===== config.mk =====
export PLATFORM = sky130hd
export DESIGN_NAME = lsu_ctrl
export DESIGN_NICKNAME = d
export VERILOG_FILES = /design/src/rtl/lsu_pkg.sv /design/src/rtl/lsu_align.sv /design/src/rtl/lsu_ctrl.sv
export SDC_FILE = /design/constraint.sdc
export NUM_CORES = 1
export LEC_CHECK = 0
export ABC_CLOCK_PERIOD_IN_PS = 2090
export CAP_MARGIN = 20
export CORE_MARGIN = 3
export CORE_UTILIZATION = 39
export CTS_CLUSTER_DIAMETER = 200
export CTS_CLUSTER_SIZE = 24
export DETAILED_ROUTE_END_ITERATION = 12
export PLACE_DENSITY = 0.77
export SYNTH_ARGS = -nofsm -noshare
export SYNTH_HDL_FRONTEND = slang
export SYNTH_SLANG_ARGS = --single-unit

===== constraint.sdc =====
create_clock -name clk -period 2.09 [get_ports clk]
set_input_delay 0.418 -clock clk [delete_from_list [all_inputs] [get_ports clk]]
set_output_delay 0.418 -clock clk [all_outputs]
set_load 0.005 [all_outputs]

===== src/rtl/lsu_pkg.sv =====
// minirv load/store unit shared definitions.
// funct3 codes, FSM states and byte strobe base patterns.
package lsu_pkg;

  localparam logic [2:0] LSU_B  = 3'b000;
  localparam logic [2:0] LSU_H  = 3'b001;
  localparam logic [2:0] LSU_W  = 3'b010;
  localparam logic [2:0] LSU_BU = 3'b100;
  localparam logic [2:0] LSU_HU = 3'b101;

  typedef enum logic [1:0] {
    S_IDLE   = 2'd0,
    S_REQ    = 2'd1,
    S_WAIT_R = 2'd2,
    S_RESP   = 2'd3
  } lsu_state_e;

  localparam logic [3:0] STRB_B = 4'b0001;
  localparam logic [3:0] STRB_H = 4'b0011;
  localparam logic [3:0] STRB_W = 4'b1111;

endpackage


===== src/rtl/lsu_align.sv =====
// Byte-lane steering for the LSU: store strobes/data,
// access legality, and load byte/half extraction.
module lsu_align
  import lsu_pkg::*;
(
  input  logic        we,
  input  logic [2:0]  funct3,
  input  logic [1:0]  off,
  input  logic [31:0] wdata,
  input  logic [31:0] rdata,
  output logic [3:0]  wstrb,
  output logic [31:0] wdata_sh,
  output logic        bad,
  output logic [31:0] rdata_ext
);

  logic [7:0]  byte_sel;
  logic [15:0] half_sel;

  // Store lanes and legality; unsigned variants are load-only
  always_comb begin
    wstrb    = '0;
    wdata_sh = '0;
    bad      = 1'b0;
    unique case (funct3)
      LSU_B, LSU_BU: begin
        wstrb    = 4'(STRB_B << off);
        wdata_sh = {4{wdata[7:0]}};
        bad      = we && (funct3 == LSU_BU);
      end
      LSU_H, LSU_HU: begin
        wstrb    = 4'(STRB_H << off);
        wdata_sh = {2{wdata[15:0]}};
        bad      = off[0] || (we && (funct3 == LSU_HU));
      end
      LSU_W: begin
        wstrb    = STRB_W;
        wdata_sh = wdata;
        bad      = (off != 2'b00);
      end
      default: bad = 1'b1;
    endcase
  end

  // Load lane select and sign/zero extension
  always_comb begin
    byte_sel  = rdata[7:0];
    half_sel  = off[1] ? rdata[31:16] : rdata[15:0];
    rdata_ext = rdata;
    unique case (off)
      2'd0: byte_sel = rdata[7:0];
      2'd1: byte_sel = rdata[15:8];
      2'd2: byte_sel = rdata[23:16];
      2'd3: byte_sel = rdata[31:24];
      default: byte_sel = rdata[7:0];
    endcase
    unique case (funct3)
      LSU_B:  rdata_ext = {{24{byte_sel[7]}}, byte_sel};
      LSU_BU: rdata_ext = {24'd0, byte_sel};
      LSU_H:  rdata_ext = {{16{half_sel[15]}}, half_sel};
      LSU_HU: rdata_ext = {16'd0, half_sel};
      default: rdata_ext = rdata;
    endcase
  end

endmodule


===== src/rtl/lsu_ctrl.sv =====
// minirv load/store control stage: execute -> memory -> writeback.
// Optional bus timeout enabled with `define LSU_TIMEOUT_EN.
module lsu_ctrl
  import lsu_pkg::*;
#(
  parameter int ADDR_W      = 32,
  parameter int DATA_W      = 32,
  parameter int TIMEOUT_CYC = 255
) (
  input  logic              clk,
  input  logic              rst_n,
  input  logic              req_valid,
  output logic              req_ready,
  input  logic              req_we,
  input  logic [2:0]        req_funct3,
  input  logic [ADDR_W-1:0] req_addr,
  input  logic [DATA_W-1:0] req_wdata,
  input  logic [4:0]        req_rd,
  output logic              mem_req,
  input  logic              mem_gnt,
  output logic              mem_we,
  output logic [ADDR_W-1:0] mem_addr,
  output logic [DATA_W-1:0] mem_wdata,
  output logic [3:0]        mem_wstrb,
  input  logic              mem_rvalid,
  input  logic [DATA_W-1:0] mem_rdata,
  output logic              rsp_valid,
  input  logic              rsp_ready,
  output logic [DATA_W-1:0] rsp_data,
  output logic [4:0]        rsp_rd,
  output logic              rsp_err
);

  lsu_state_e state, nxt;

  logic       a_we;
  logic [2:0] a_f3;
  logic [1:0] a_off;

  logic        in_idle;
  logic        al_we;
  logic [2:0]  al_f3;
  logic [1:0]  al_off;
  logic [3:0]  al_wstrb;
  logic [31:0] al_wdata;
  logic        al_bad;
  logic [31:0] al_rdata;
  logic        tout;

  assign in_idle = (state == S_IDLE);
  assign al_we   = in_idle ? req_we : a_we;
  assign al_f3   = in_idle ? req_funct3 : a_f3;
  assign al_off  = in_idle ? req_addr[1:0] : a_off;

  lsu_align u_align (
    .we        (al_we),
    .funct3    (al_f3),
    .off       (al_off),
    .wdata     (req_wdata),
    .rdata     (mem_rdata),
    .wstrb     (al_wstrb),
    .wdata_sh  (al_wdata),
    .bad       (al_bad),
    .rdata_ext (al_rdata)
  );

  assign req_ready = in_idle;
  assign mem_req   = (state == S_REQ);
  assign mem_we    = (state == S_REQ) && a_we;
  assign rsp_valid = (state == S_RESP);

`ifdef LSU_TIMEOUT_EN
  localparam int CNT_W = $clog2(TIMEOUT_CYC + 1);
  logic [CNT_W-1:0] tcnt;
  logic             waiting;

  assign waiting = (state == S_REQ) || (state == S_WAIT_R);
  assign tout    = waiting && (tcnt == CNT_W'(TIMEOUT_CYC - 1));

  // Cycles spent in the current memory wait state
  always_ff @(posedge clk) begin
    if (!rst_n) begin
      tcnt <= '0;
    end else if (nxt != state) begin
      tcnt <= '0;
    end else if (waiting) begin
      tcnt <= tcnt + 1'b1;
    end
  end
`else
  assign tout = 1'b0;
`endif

  // State register
  always_ff @(posedge clk) begin
    if (!rst_n) state <= S_IDLE;
    else        state <= nxt;
  end

  // Next-state logic
  always_comb begin
    nxt = state;
    unique case (state)
      S_IDLE:
        if (req_valid) nxt = al_bad ? S_RESP : S_REQ;
      S_REQ:
        if (mem_gnt)   nxt = a_we ? S_RESP : S_WAIT_R;
        else if (tout) nxt = S_RESP;
      S_WAIT_R:
        if (mem_rvalid || tout) nxt = S_RESP;
      S_RESP:
        if (rsp_ready) nxt = S_IDLE;
      default: nxt = S_IDLE;
    endcase
  end

  // Request latch, memory-side outputs and response registers
  always_ff @(posedge clk) begin
    if (!rst_n) begin
      a_we      <= 1'b0;
      a_f3      <= '0;
      a_off     <= '0;
      mem_addr  <= '0;
      mem_wdata <= '0;
      mem_wstrb <= '0;
      rsp_data  <= '0;
      rsp_rd    <= '0;
      rsp_err   <= 1'b0;
    end else begin
      unique case (state)
        S_IDLE: if (req_valid) begin
          a_we     <= req_we;
          a_f3     <= req_funct3;
          a_off    <= req_addr[1:0];
          rsp_rd   <= req_we ? 5'd0 : req_rd;
          rsp_data <= '0;
          rsp_err  <= al_bad;
          if (!al_bad) begin
            mem_addr  <= {req_addr[ADDR_W-1:2], 2'b00};
            mem_wdata <= req_we ? al_wdata : '0;
            mem_wstrb <= req_we ? al_wstrb : '0;
          end
        end
        S_REQ:
          if (!mem_gnt && tout) rsp_err <= 1'b1;
        S_WAIT_R:
          if (mem_rvalid)  rsp_data <= al_rdata;
          else if (tout)   rsp_err  <= 1'b1;
        default: ;
      endcase
    end
  end

endmodule


==> flow_summary.yaml, run 1 <==
run_status:
  status: "complete, no violations"
layout:
  area_delta_synth_final_pct: 57.6
  diodes: 0
  drive_gt1_share_pct: 13.4
  stdcell_area_um2: 8430
  fin_nets: 998
placement:
  hpwl_mm: 13.2
  portBuffers: 218
  gp_congestion: 0.879
  place_area_um2: 8050
  dp_slack_ns: -0.329
floorplan:
  io_pins: 221
  core_um2: 13300
  fp.dieH_um: 123
  rows: 42
  dieArea_um2: 15200
  die_w_um: 123
  initial_core_util_pct: 40.1
logic_synthesis:
  yosysSeqAreaShare_pct: 41.9
  synthCells: 644
  yosysTopAreaCell: "dfxtp_1"
  synth_edf_count: 0
  syn_area_um2: 5350
  async_flop_share_pct: 0
  synth_cell_types: 58
  yosys_warnings: 0
  synth_top_area_share_pct: 41.9
  avgSynthCellArea_um2: 8.31
  post-synth-top-count-cell: "nand2_1"
  synth.top_cells.by_count: "nand2_1, dfxtp_1, a21oi_1"
  synthFlopType: "dfxtp_1"
  synth.top_cells.by_area: "dfxtp_1, nand2_1, a21oi_1"
  synth_seq_cells: 112
power:
  vdd_drop_max_v: 0.000568
  power_uw: 8240
  power_density_nw_per_um2: 977
  p_leak_uw: 0.00325
timing:
  setup_viol: 0
  hold_viol: 0
  fin_skew_ns: 0.00825
  fmax_ghz: 0.497
  period_share_pct: 96.3
  setup_ws_ns: 0.0773
  worst_pin_slew_ns: 0.580
  relSlewSlack_pct: 61.1
  setup_tns_ns: 0
  maxSlewViolCount: 0
  min_period_ns: 2.01
  rsz0062_at_grt: "false"
clock_tree:
  cts_hold_buf: 0
  cts_tree: "done"
  clock-sinks: 112
  clock_path_buffers: 2
  clk_pin_slew_worst_paths_ns: 0.08
  cts-buffers-inserted: 9
  h-tree-depth: 3
  cts_root_buf: "clkbuf_16"
  insertion_delay_ns: 0.36
critical_path:
  slowest_stage: "clkdlybuf4s50_1"
  path_class: "reg -> out"
  worstPathMaxFanout: 7
  crit_chain: "inv_2 > ha_4 > buf_6 > clkdlybuf4s50_1"
  path_delay_family: "buffers and inverters"
  end_kind: "output pin"
  cp_slowest_stage_delay_ns: 0.50
  start_kind: "flop"
  r2r_setup_slack_ns: 0.13
  worst-path-buf-inv: 3
  critPathArrivalTime_ns: 1.59
  critPathRequiredTime_ns: 1.67
grt:
  grt_pass1_wl_mm: 27.6
  track_usage_pct: 23.0
  grt_pass1_vias: 5299
  grt.overflow.total: 0
  grt_max_degree: 44
  antenna_found_initial: 0
worst_hold_path:
  hold_path_class: "reg -> reg"
detailed_routing:
  first_iter_violations: 484
  wl_mm: 17.7
  ant_nets: 0
  drt_pass1_iterations: 5
  drc: 0
  wl_per_cell_um: 16.6
  vias: 5568
  viasPerCell: 5.23
job:
  maxCapViolations: 0
[layout make-up]
cell class	instances	area, µm²
well taps	176	220
inverters	7	26.3
fillers	1176	4910
clock buffers	11	243
clock inverters	5	61.3
flip-flops and latches	112	2240
multi-input cells	473	2890
repair buffers	280	2750
[cells by family (layout without fill, tap and decap cells)]
kind of cell	after synthesis	in the layout	synth area share, %
other	1	2	0.0701
adders and majority gates	4	4	0.935
buffers and inverters	60	303	5.54
AOI/OAI and AO/OA	182	182	23.3
and+or+nand+nor	248	248	20.8
muxes	37	37	7.48
DFF	112	112	41.9
[cell usage in the layout (no fill, tap or decap), types with 8 or more instances in the layout]
master             n
clkdlybuf4s50_1  216
nand2_1          135
dfxtp_1          110
a21oi_1           66
buf_4             50
nor2_1            44
mux2i_1           29
o31ai_1           24
nand3_1           22
o21ai_0           20
nor2b_1           12
a22oi_1           11
a21o_1            10
o31ai_2           10
clkbuf_16          9
o221ai_1           8
[power breakdown]
group / internal [µW] / switching [µW]
combinational: 1930 / 2030
clock: 974 / 832
sequential: 2340 / 128
total: 5250 / 2990
[worst reg2reg max path, stage by stage, from the launching register on]
cell      delay, ns
dfxtp_2        0.34
inv_2          0.05
ha_4           0.19
buf_6          0.15
or3_4          0.35
a21oi_4        0.15
a31oi_4        0.06
a211oi_4       0.26
buf_12         0.19
o31ai_1        0.10
[registers in the layout (all words and copies together), names as in the netlist]
register / cells
a_f3: 3
a_off: 2
state: 2
mem_addr: 30
rsp_data: 32
mem_wstrb: 4
a_we: 1
rsp_err: 1
rsp_rd: 5
mem_wdata: 32
[worst paths after layout]
kind / startpoint / cells after the start / endpoint
hold / removal: rsp_data[7] / 2 / rsp_data[7]
hold reg to reg: rsp_data[7] / 2 / rsp_data[7]
setup reg to reg: state[1] / 9 / rsp_data[18]
setup / recovery: state[0] / 4 / req_ready
[metal layers]
metal	up-vias	global-route usage, %	wire [µm]
li1	2726	-	-
met1	2575	29.4	7350
met2	235	36.9	8210
met3	32	7.18	1690
met4	0	7.61	422
met5	-	0	0
[what timing repair did]
action | in CTS | in global routing
buffers inserted | 0 | 1
hold endpoints to repair | 0 | 0
resized for setup | 6 | 16
pin swaps | 0 | 1
endpoints found under the setup margin | 22 | 92
[through the flow]
step / hold WS (ns) / std cells / util, %
floorplan: 0.435 / 645 / -
detailed placement: 0.438 / 1047 / 60.3
CTS: 0.449 / 1063 / 62.7
global placement: 0.428 / 1047 / 60.3
global route: 0.470 / 1064 / 63.2
finish: 0.444 / 1064 / 63.2
No activity file was read; power rests on OpenSTA's default activity.
==> run 2: changes to the inputs <==
--- a/config.mk
+++ b/config.mk
@@ -12,6 +12,7 @@
 export CTS_CLUSTER_DIAMETER = 200
 export CTS_CLUSTER_SIZE = 24
 export DETAILED_ROUTE_END_ITERATION = 12
+export GPL_TIMING_DRIVEN = 0
 export PLACE_DENSITY = 0.77
 export SYNTH_ARGS = -nofsm -noshare
 export SYNTH_HDL_FRONTEND = slang
==> flow_summary.yaml, run 2 (synthesis results as in run 1) <==
layout:
  final_cell_mix: "clkdlybuf4s50_1, nand2_1, dfxtp_1, a21oi_1, nor2_1"
  final_common_cell: "clkdlybuf4s50_1"
  stdcell_area_um2: 8760
  drive_gt1_share_pct: 16.4
  largest_registers: "mem_wdata (32), rsp_data (32), mem_addr (30)"
  diodes: 0
  fin_nets: 1013
  area_delta_synth_final_pct: 63.7
  utilization_pct: 65.6
clock_tree:
  clock-sinks: 112
  cts-buffers-inserted: 9
  clock_path_buffers: 2
  cts_tree: "done"
  insertion_delay_ns: 0.36
  cts_root_buf: "clkbuf_16"
  h-tree-depth: 3
  clk_pin_slew_worst_paths_ns: 0.08
timing:
  relSlewSlack_pct: 56.1
  worst_pin_slew_ns: 0.658
  period_share_pct: 101
  setup_tns_ns: -0.0675
  fmax_ghz: 0.472
  rsz0062_at_grt: "true"
  maxSlewViolCount: 0
  hold_viol: 0
  setup_viol: 5
  min_period_ns: 2.12
  fin_skew_ns: 0.0102
  setup_ws_ns: -0.0302
  hold_ws_ns: 0.407
power:
  p_leak_uw: 0.00335
  power_density_nw_per_um2: 1000
  vdd_drop_max_v: 0.000680
detailed_routing:
  drt_pass1_iterations: 4
  wl_mm: 19.6
  viasPerCell: 5.32
  vias: 5741
  drc: 0
  wl_per_cell_um: 18.1
  first_iter_violations: 458
  ant_nets: 0
floorplan:
  initial_core_util_pct: 40.1
  rows: 42
  io_pins: 221
  core_um2: 13300
  die_w_um: 123
  dieArea_um2: 15200
  fp.dieH_um: 123
grt:
  grt_pass1_wl_mm: 28.0
  grt.overflow.total: 0
  antenna_found_initial: 0
  use_met2_pct: 38.8
  grt_max_degree: 21
  track_usage_pct: 23.6
  grtUsageMet3_pct: 9.74
  grt_use_met1_pct: 28.0
  grt-busiest-layer: "met2"
  grt_pass1_vias: 5372
critical_path:
  critPathRequiredTime_ns: 2.36
  critPathArrivalTime_ns: 2.39
  end_kind: "flop"
  worstPathMaxFanout: 9
  path_class: "in -> reg"
  start_kind: "input port"
placement:
  portBuffers: 214
  place_area_um2: 7730
  hpwl_mm: 13.8
  gp_congestion: 0.841
  dp_slack_ns: -0.639
run_status:
  status: "finished with violations"
  failed_checks: "negative setup slack"
job:
  maxCapViolations: 0
worst_hold_path:
  hold_path_class: "in -> reg"
==> run 2: changes by cell type in the layout (fill, tap and decap cells not counted), moves of 4 or more <==
cell / delta
buf_4: -22
buf_6: +14
clkbuf_1: +10
clkbuf_2: +7
o31ai_1: -5
clkdlybuf4s50_1: -4
nand3_1: -4
nand3_2: +4
o21ai_0: -4
==> run 2: area by class of cell <==
| cell class | instances | area (µm²) |
|---|---|---|
| fill | 1082 | 4590 |
| multi-input combinational | 473 | 3090 |
| timing repair buffer | 245 | 2490 |
| sequential | 112 | 2250 |
| buffer | 50 | 390 |
| clock buffer | 9 | 225 |
| tap | 176 | 220 |
| clock inverter | 7 | 63.8 |
| inverter | 7 | 31.3 |
==> run 2: metrics by stage <==
step | power, µW | instances
final | 8800 | 1079
after global routing | 9230 | 1079
after CTS | 8300 | 1065
after detailed placement | 5970 | 1035
after global placement | 5930 | 1035
after floorplan | 4750 | 645
==> run 2: final timing paths <==
kind | slack [ns] | to | startpoint | cells past startpoint
worst min-delay path | 0.41 | a_off[0] | req_addr[0] | 3
worst min register to register | 0.45 | mem_addr[28] | mem_addr[28] | 2
worst max register to register | -0.02 | mem_wdata[11] | state[1] | 9
worst max-delay path | -0.03 | rsp_data[14] | mem_rdata[23] | 7
==> run 2: where the power goes <==
group	internal (µW)	leakage, µW	switching (µW)
combinational	2240	0.00231	2360
clock	833	0.000136	866
sequential	2350	0.000909	143
==> run 2: what timing repair did <==
action                     CTS  global route
resized for setup           60            69
buffers inserted            16            11
gates cloned                 1             3
setup endpoints to repair   99            97
pin swaps                    6            16
hold buffers                 0             0
==> run 2: critical path: stages <==
cell	delay, ns
clkdlybuf4s50_1	0.63
nor4bb_2	0.47
a31oi_1	0.16
a31oi_4	0.21
buf_4	0.20
nand2_1	0.07
o31ai_1	0.23
==> run 2: routing by layer <==
layer | vias to the layer above | share of wire (%)
met5 | - | 0
met4 | 0 | 2.5
met3 | 32 | 10
met2 | 269 | 48
met1 | 2679 | 39
li1 | 2761 | -
